File: config.mk
export PLATFORM = sky130hd
export DESIGN_NAME = pc_fetch_pipe
export DESIGN_NICKNAME = d
export VERILOG_FILES = /design/src/rtl/pc_fetch_pipe.sv
export SDC_FILE = /design/constraint.sdc
export NUM_CORES = 1
export LEC_CHECK = 0
export ABC_AREA = 1
export ABC_CLOCK_PERIOD_IN_PS = 3550
export CORE_MARGIN = 2
export CORE_UTILIZATION = 40
export CTS_CLUSTER_SIZE = 40
export DETAILED_ROUTE_END_ITERATION = 8
export PLACE_DENSITY = 0.68
export SETUP_SLACK_MARGIN = 0.3
export SLEW_MARGIN = 20
export SYNTH_ARGS = -nofsm -noshare
export SYNTH_HDL_FRONTEND = slang
export SYNTH_SLANG_ARGS = --single-unit
File: constraint.sdc
create_clock -name clk -period 3.55 [get_ports clk]
set_clock_uncertainty 0.05 [all_clocks]
set_input_delay 0.355 -clock clk [delete_from_list [all_inputs] [get_ports clk]]
set_output_delay 0.355 -clock clk [all_outputs]
set_load 0.05 [all_outputs]
File: src/rtl/pc_fetch_pipe.sv
// Fetch front end: PC register, next-PC/branch-target selection and the IF/ID register.
// `define FETCH_SQUASH_EN turns a taken branch's fall-through fetch into a bubble, removing the delay slot.
module pc_fetch_pipe #(
  parameter int                ADDR_W     = 64,
  parameter int                INSTR_W    = 32,
  parameter logic [ADDR_W-1:0] RESET_ADDR = '0,
  parameter int                CNT_W      = 32
) (
  input  logic               clk,
  input  logic               reset,
  output logic [ADDR_W-1:0]  imem_addr,
  input  logic [INSTR_W-1:0] imem_rdata,
  input  logic               stall,
  input  logic               flush,
  input  logic               br_taken,
  input  logic               br_uncond,
  input  logic               br_reg,
  input  logic [18:0]        imm19,
  input  logic [25:0]        imm26,
  input  logic [ADDR_W-1:0]  br_reg_addr,
  output logic [INSTR_W-1:0] instr,
  output logic [ADDR_W-1:0]  instr_pc,
  output logic               instr_valid,
  output logic [CNT_W-1:0]   fetch_count
);

  logic [ADDR_W-1:0]  pc_q, pc_d;
  logic [INSTR_W-1:0] instr_q, instr_d;
  logic [ADDR_W-1:0]  instr_pc_q, instr_pc_d;
  logic               instr_valid_q, instr_valid_d;
  logic [CNT_W-1:0]   fetch_count_q, fetch_count_d;

  logic               br_eff;
  logic               squash;
  logic [ADDR_W-1:0]  imm_sext;
  logic [ADDR_W-1:0]  rel_target;
  logic [ADDR_W-1:0]  br_target;
  logic [ADDR_W-1:0]  next_pc;

  // A bubble in decode carries no branch, so its branch inputs are meaningless.
  assign br_eff = br_taken & instr_valid_q;

`ifdef FETCH_SQUASH_EN
  assign squash = br_eff;
`else
  assign squash = 1'b0;
`endif

  always_comb begin
    if (br_uncond) begin
      imm_sext = {{(ADDR_W-26){imm26[25]}}, imm26};
    end else begin
      imm_sext = {{(ADDR_W-19){imm19[18]}}, imm19};
    end
  end

  assign rel_target = instr_pc_q + (imm_sext << 2);
  assign br_target  = br_reg ? br_reg_addr : rel_target;
  assign next_pc    = br_eff ? br_target : pc_q + ADDR_W'(4);

  always_comb begin
    pc_d          = stall ? pc_q : next_pc;
    instr_d       = instr_q;
    instr_pc_d    = instr_pc_q;
    instr_valid_d = instr_valid_q;
    fetch_count_d = fetch_count_q;
    // Flush wins over stall for IF/ID only; the PC above still honours stall.
    if (flush || (!stall && squash)) begin
      instr_d       = '0;
      instr_pc_d    = pc_q;
      instr_valid_d = 1'b0;
    end else if (!stall) begin
      instr_d       = imem_rdata;
      instr_pc_d    = pc_q;
      instr_valid_d = 1'b1;
      fetch_count_d = fetch_count_q + CNT_W'(1);
    end
  end

  always_ff @(posedge clk) begin
    if (!reset) begin
      pc_q          <= RESET_ADDR;
      instr_q       <= '0;
      instr_pc_q    <= '0;
      instr_valid_q <= 1'b0;
      fetch_count_q <= '0;
    end else begin
      pc_q          <= pc_d;
      instr_q       <= instr_d;
      instr_pc_q    <= instr_pc_d;
      instr_valid_q <= instr_valid_d;
      fetch_count_q <= fetch_count_d;
    end
  end

  assign imem_addr   = pc_q;
  assign instr       = instr_q;
  assign instr_pc    = instr_pc_q;
  assign instr_valid = instr_valid_q;
  assign fetch_count = fetch_count_q;

endmodule

# After elaboration in Yosys (flattened, before gate mapping)

Index checks and enable logic that the tools add are counted.

Add/sub/neg operators: 3
Equal/unequal tests: 1
Multiplexer cells: 5
Bitwise gates (word level): 4
Reductions and logical operators: 2

Operators by type and width:

| operator                | number |
|---|---|
| $mux W64                | 4 |
| $add A64 B3 Y64 const B | 1 |
| $add A64 B64 Y64        | 1 |
| $mux W62                | 1 |
| $add A32 B1 Y32 const B | 1 |
| $not A1 Y1              | 3 |
| $ne A2 B1 Y1 const B    | 1 |
| $reduce_and A2 Y1       | 1 |
| $reduce_or A2 Y1        | 1 |
| $and A1 B1 Y1           | 1 |

Bits in registers: 193
Input port bits: 148
Output and inout bits: 193
Word-level logic and storage cells: 20

# Depth between registers and ports, before layout

Depth in word-level cells: 4
Mapped depth: 22
Depth with buffers taken out: 20

# Worst setup path after synthesis

Ideal clock, no wire load.

Path kind: input port to flip-flop
From: input port br_uncond
To: register pc_q[53] (netlist: imem_addr[53])
Library setup time: 70 ps
Arrival: 3,241 ps
Slack: 189 ps
Stages: 17
Buffers on the path: 1
Cells stage by stage: buf_2 -> clkinv_1 -> nand2_1 -> nand2_1 -> ha_1 -> nand2_1 -> nor2_1 -> inv_1 -> nor3_1 -> nand2_1 -> nor3_1 -> nand2_1 -> nand3_1 -> nand2_1 -> nand3_1 -> nand2_1 -> a21oi_1

Word-level cells in the longest chain between the ends: 4

RTL lines:

| element              | RTL line | source |
|---|---|---|
| from (decl)          | 16       | `input logic br_uncond,` |
| $mux W62             | 50       | `if (br_uncond) begin` |
| $add A64 B64 Y64     | 57       | `assign rel_target = instr_pc_q + (imm_sext << 2);` |
| $mux W64             | 58       | `assign br_target = br_reg ? br_reg_addr : rel_target;` |
| $mux W64             | 59       | `assign next_pc = br_eff ? br_target : pc_q + ADDR_W'(4);` |
| to (signal assigned) | 88       | `pc_q <= pc_d;` |
| to (decl)            | 27       | `logic [ADDR_W-1:0] pc_q, pc_d;` |

No other way between the ends.
A chain may end at the register's enable or synchronous reset.

# Final worst setup path

From: input port br_uncond
To: register pc_q[58] (netlist: imem_addr[58])

Same word-level chain as after synthesis.

==> results.cfg <==
[run_status]
status = completed

[route]
firstDrtPassIters = 5
wl_um = 72400
routed_via_density = 5.35
wl_per_cell_um = 20.3
drtIter0Drc = 1682
vias = 19100
drc_errors = 0
detail-route-antenna-nets = 0

[clock_tree]
cts_tree = done
insertion_delay_ps = 470
clk_pin_slew_worst_paths_ps = 70
cts_buffers = 17
post_cts_buffers = 0
clock-sinks = 193
clockBufferDepth = 2
cts-root-buf = clkbuf_16
cts-htree-levels = 4

[critical_path]
path_buf_inv = 4
crit_path_start_kind = primary input
crit_fanout = 27
critPathSlowestCell = clkdlybuf4s50_1
crit_path_cell_trace = clkdlybuf4s50_1, buf_4, nand2_1, nand2_2, buf_12, ha_1, buf_4, a21oi_1, o21ai_0, a21oi_1, nor2_1, nor2_1, nand3_1, nand2_1, nand3_1, nand2_1, a21oi_1
cp-end-kind = flop
slowest_delay_ps = 480
required_ps = 3860
rr_worst_depth = 11
critPathArrivalTime_ps = 3440
path_depth = 17
criticalPathCategory = in2reg
r2r_slack_ps = 710
critPathTopFamily = buffers and inverters

[global_route]
grt_max_degree = 104
grt_antenna_before_repair = 1
grt_pass1_wl_um = 105000
overflow = 0
grt_pass1_vias = 17600
grtUsageTotal_pct = 35.7

[final_layout]
fillers = 3889
syn2layout_area_growth_pct = 34.8
final_cell_mix = nand2_1, nor2_1, inv_1
antenna_cells = 0
final_util_pct = 54.6
multi_input_area_mm2 = 0.00984
regArea_mm2 = 0.00386
drive_gt1_share_pct = 6.49
nNetsFinal = 3251
mostFrequentLayoutCell = nand2_1
fin_cells = 3563

[synth]
ys_warn_count = 0
synth_xor_area_share_pct = 4.13
syn-instance-count = 2641
syn_area_per_cell_um2 = 5.78
muxShareOfSynthArea_pct = 0
synth_top_area_cell = dfxtp_1
yosys-top-cells-area = dfxtp_1, nand2_1, nor2_1
yosysUniqueCellTypes = 41
synth_compound_area_share_pct = 18.0
synth_fa_ha_area_share_pct = 5.29
synth_top_area_share_pct = 25.3
ys_ff_latch = 193
synth.cell_area_mm2 = 0.0153
seq_area_frac_synth_pct = 25.3
synth_top_family_by_area = simple AND/OR/NAND/NOR gates
synthSimpleGateAreaFrac_pct = 36.6
syn-num-nets = 2853

[timing]
finalWorstSetupSlack_ps = 412
finalSetupViolations = 0
tightest_slew_ps = 1130
fmax_mhz = 319
hold_viol = 0
period_minus_slack_ps = 3140
fin_crit_sh_pct = 88.4
timing.final.max_slew_violations = 0
slew_headroom_pct = 24.7
rsz0062_at_grt = yes

[worst_hold_path]
whs_path_depth = 3
hold_class = in2reg

[placed_design]
dp.cells = 3531
portBuffers = 340
dpl.hpwl_um = 58600
gp_congestion = 0.987
place_ws_ps = -74.3

[floorplanning]
rows = 71
die_x_um = 199
die_area_mm2 = 0.0397
start_util_pct = 40.5
coreArea_mm2 = 0.0377
die_h_um = 199
io_pins = 341

[power]
power_switching_mw = 2.63
ir_drop_mv = 0.321
p_clk_share_pct = 28.5
p_leak_nw = 9.21
power.density_mw_per_mm2 = 326
p_int_mw = 4.08
switching_share_pct = 39.1
seqPwrFrac_pct = 36.7
pwr-share-comb_pct = 34.8

[flow_run]
cap_violations = 0
registers in the layout, summed over array words and instances, names as in the netlist:
name,count
imem_addr,64
instr_pc,64
fetch_count,32
instr,32
instr_valid,1
area by class of cell:
type / count / share of cell area (%)
Multi-Input combinational cell: 2018 / 47.8
Timing Repair Buffer: 462 / 21.3
Sequential cell: 193 / 18.8
Inverter: 347 / 6.33
Tap cell: 511 / 3.11
Clock buffer: 22 / 2.26
Clock inverter: 10 / 0.432
Yosys cell counts:
library cell  count
o221ai_1          2
fa_1              1
o31ai_1           3
nor3_2            3
o21bai_1         12
nand2_2           7
xnor2_1           4
o21a_1            4
nor2_2            5
or2_2             1
ha_1             63
or2_0             1
nor4_1           12
nand3b_1          1
dfxtp_1         193
nor3_4            2
inv_1           343
clkbuf_1         71
nand4_1          36
o211ai_1          4
nor3_1           48
nor2_8            2
buf_1             9
a221oi_1          6
nand3_2           1
clkinv_1          2
nor2_1          373
buf_6             1
a21oi_1         266
buf_2             2
inv_2             2
and2_1            7
nand3_4           2
nand2_1         737
o21ai_0         214
o21ai_1           5
nor2_4            2
a31oi_1          12
xor2_1           68
nor3b_2           1
nand3_1         113
worst paths after layout:
path	startpoint	to
worst max-delay path	br_uncond	imem_addr[58]
worst min register to register	instr[11]	instr[11]
worst max register to register	imem_addr[2]	imem_addr[63]
worst min-delay path	imem_rdata[18]	instr[18]
power groups by stage:
stage	logic [mW]	registers (mW)	clock network [mW]
global placement	2.28	2.51	0
global route	2.50	2.47	2.03
finish	2.33	2.47	1.91
CTS	2.30	2.46	1.95
detailed placement	2.29	2.51	0
floorplan	0.951	2.80	0
metrics by stage:
stage | hold slack, ps | instance area (um^2) | power [mW] | TNS [ps]
CTS | 371 | 20500 | 6.71 | 0
global placement | 393 | 20000 | 4.79 | -93.1
global route | 388 | 20600 | 7.00 | 0
finish | 386 | 20600 | 6.71 | 0
detailed placement | 405 | 20000 | 4.80 | -206
floorplan | 450 | 15300 | 3.75 | 0
worst reg2reg max path, delay by kind of cell, from the launching register on:
family                 cells  cell delay [ps]
AND/OR/NAND/NOR            8             1920
flip-flops                 1              480
XOR/XNOR                   1              140
buffers and inverters      2              160
cell families (layout without fill, tap and decap cells):
group,Yosys count,after routing
fa+ha+maj,64,64
compound gates,528,528
simple gates,1354,1354
xor+xnor,72,72
flops,193,193
buf+inv,430,841
routing by layer:
layer / routed length, um / vias up / global-route usage, %
met4: 4120 / 2 / 19.0
met1: 30800 / 8755 / 46.4
met2: 31400 / 869 / 56.1
met5: 12 / - / 0
met3: 6020 / 170 / 6.75
li1: - / 9272 / -
repair_timing:
item | 4_1_cts | 5_1_grt
hold buffers | 0 | 0
resized for setup | 0 | 18
setup endpoints to repair | 0 | 18
(Power assumes the default switching activity.)
==> patch (same flow settings) <==
Take the reset off `instr_pc_q` and load it in a clocked block of its own.
--- a/src/rtl/pc_fetch_pipe.sv
+++ b/src/rtl/pc_fetch_pipe.sv
@@ -81,16 +81,18 @@
     if (!reset) begin
       pc_q          <= RESET_ADDR;
       instr_q       <= '0;
-      instr_pc_q    <= '0;
       instr_valid_q <= 1'b0;
       fetch_count_q <= '0;
     end else begin
       pc_q          <= pc_d;
       instr_q       <= instr_d;
-      instr_pc_q    <= instr_pc_d;
       instr_valid_q <= instr_valid_d;
       fetch_count_q <= fetch_count_d;
     end
+  end
+
+  always_ff @(posedge clk) begin
+    instr_pc_q <= instr_pc_d;
   end
 
   assign imem_addr   = pc_q;
Check against the original RTL: differs if reset is asserted again (counterexample within 4 cycles, from zero or initial values and one cycle with reset low); with reset held inactive, the same outputs for 4 cycles.
==> patch against the original RTL <==
Final area decreased by 0.42%. Sequential share of layout area grew 3.2 points. Sequential power is 6% higher. Area after synthesis increased by 0.99%. Sequential cell count unchanged. Setup slack improved by 0.057 ns. Wire length shrank 3.2%. Total power rose by 8.7%. Combinational power up 16%. Critical path type unchanged.
==> patch: results <==
{
  "synthCells": 2587,
  "netlist.area_leader.share": 0.214,
  "worstSetupStartpointType": "input pin",
  "syn-num-nets": 2799,
  "detail_route.wl_per_cell_um": 20.1,
  "gpl.final_weighted_congestion": 1.01,
  "detailedPlacementHpwl_um": 57400,
  "grt_first_pass_wirelength_um": 104000,
  "critical_path_peak_fanout": 18,
  "via_count": 18300,
  "fillerInstances": 4003,
  "grt_antenna_before_repair": 2,
  "synth_commonest_cells": "sky130_fd_sc_hd__nand2_1, sky130_fd_sc_hd__inv_1, sky130_fd_sc_hd__nor2_1",
  "leakage_uw": 0.00943,
  "regToRegStartpoint": "instr_pc[6]",
  "slew_limit_headroom": 0.294,
  "grtUsageTotal": 0.342,
  "worst_ep_arrival_time_ns": 3.38,
  "clock_power_share": 0.270,
  "via_count_of_the_first_global_routing_pass": 17500,
  "dr.first_iter.drc_count": 1436,
  "postRouteWirelength_um": 70100,
  "synth_edf_count": 64,
  "worst_ir_drop_vdd_v": 0.000377,
  "power.sequential.fraction": 0.360,
  "seq_area_frac_synth": 0.292,
  "run_status": "finished clean",
  "worst-r2r-setup-slack_ns": 0.75,
  "post_route_cells_drive_above_1_share": 0.0470,
  "timing.hold.worst.start": "stall"
}
[patch: cell types whose count changed in the layout (fill, tap and decap cells not counted), sizes merged, moves of 16 or more]
cell	before	now
a21oi	266	192
buf	124	85
dfxtp	193	129
edfxtp	0	64
inv	351	395
nand2	744	882
nor2	382	326
nor3	53	69
o21ai	219	125
xnor2	4	20
[patch: per-stage QoR]
step	cell area [µm²]	TNS [ns]	hold WS (ns)	power, µW	setup WS (ns)
2_1_floorplan	15400	0	0.450	4150	0.592
3_3_place_gp	19900	-0.00245	0.389	5310	-0.00245
3_5_place_dp	19900	-0.0602	0.406	5320	-0.0602
4_1_cts	20500	0	0.220	7260	0.429
5_1_grt	20500	0	0.274	7590	0.307
6_report	20500	0	0.237	7300	0.469
[patch: critical path, stage by stage]
cell	delay, ns
sky130_fd_sc_hd__clkdlybuf4s50_1	0.49
sky130_fd_sc_hd__clkinv_1	0.09
sky130_fd_sc_hd__buf_4	0.20
sky130_fd_sc_hd__nand2_1	0.07
sky130_fd_sc_hd__nand2_1	0.06
sky130_fd_sc_hd__ha_1	0.37
sky130_fd_sc_hd__nand2_1	0.13
sky130_fd_sc_hd__nor2_1	0.30
sky130_fd_sc_hd__nand2_1	0.09
sky130_fd_sc_hd__nand2_1	0.19
sky130_fd_sc_hd__nand2_1	0.08
sky130_fd_sc_hd__nand3_1	0.24
sky130_fd_sc_hd__nand2_1	0.08
sky130_fd_sc_hd__nand2_1	0.14
sky130_fd_sc_hd__nor2_1	0.06
sky130_fd_sc_hd__o21ai_1	0.30
sky130_fd_sc_hd__a21oi_1	0.10
[patch: routing by layer]
| metal | share of wire | global-route usage |
|---|---|---|
| met1 | 0.44 | 0.460 |
| met2 | 0.44 | 0.540 |
| met3 | 0.086 | 0.0683 |
| met4 | 0.035 | 0.133 |
| met5 | 0.00039 | 0 |
[patch: kinds of logic (layout without fill, tap and decap cells)]
family                     Yosys count  count (layout)  synth area share
and+or+nand+nor                   1444            1444             0.380
buffers and inverters              455             847             0.111
AOI/OAI and AO/OA                  350             350             0.119
DFF                                193             193             0.292
xor gates and xnor gates            81              81            0.0460
adders and majority gates           64              64            0.0524
other                                0               1                 0
[patch: area by class of cell]
type / count / share of cell area
Clock buffer: 19 / 0.0211
Inverter: 392 / 0.0719
Tap cell: 511 / 0.0312
Sequential cell: 193 / 0.220
Timing Repair Buffer: 423 / 0.200
Antenna cell: 1 / 0.000122
Clock inverter: 13 / 0.00605
Multi-Input combinational cell: 1939 / 0.450
[patch: path summary, 6_finish.rpt]
check	endpoint	cells after the start
setup / recovery	imem_addr[41]	17
hold / removal	fetch_count[29]	4
setup reg to reg	imem_addr[41]	12
hold reg to reg	instr[6]	2
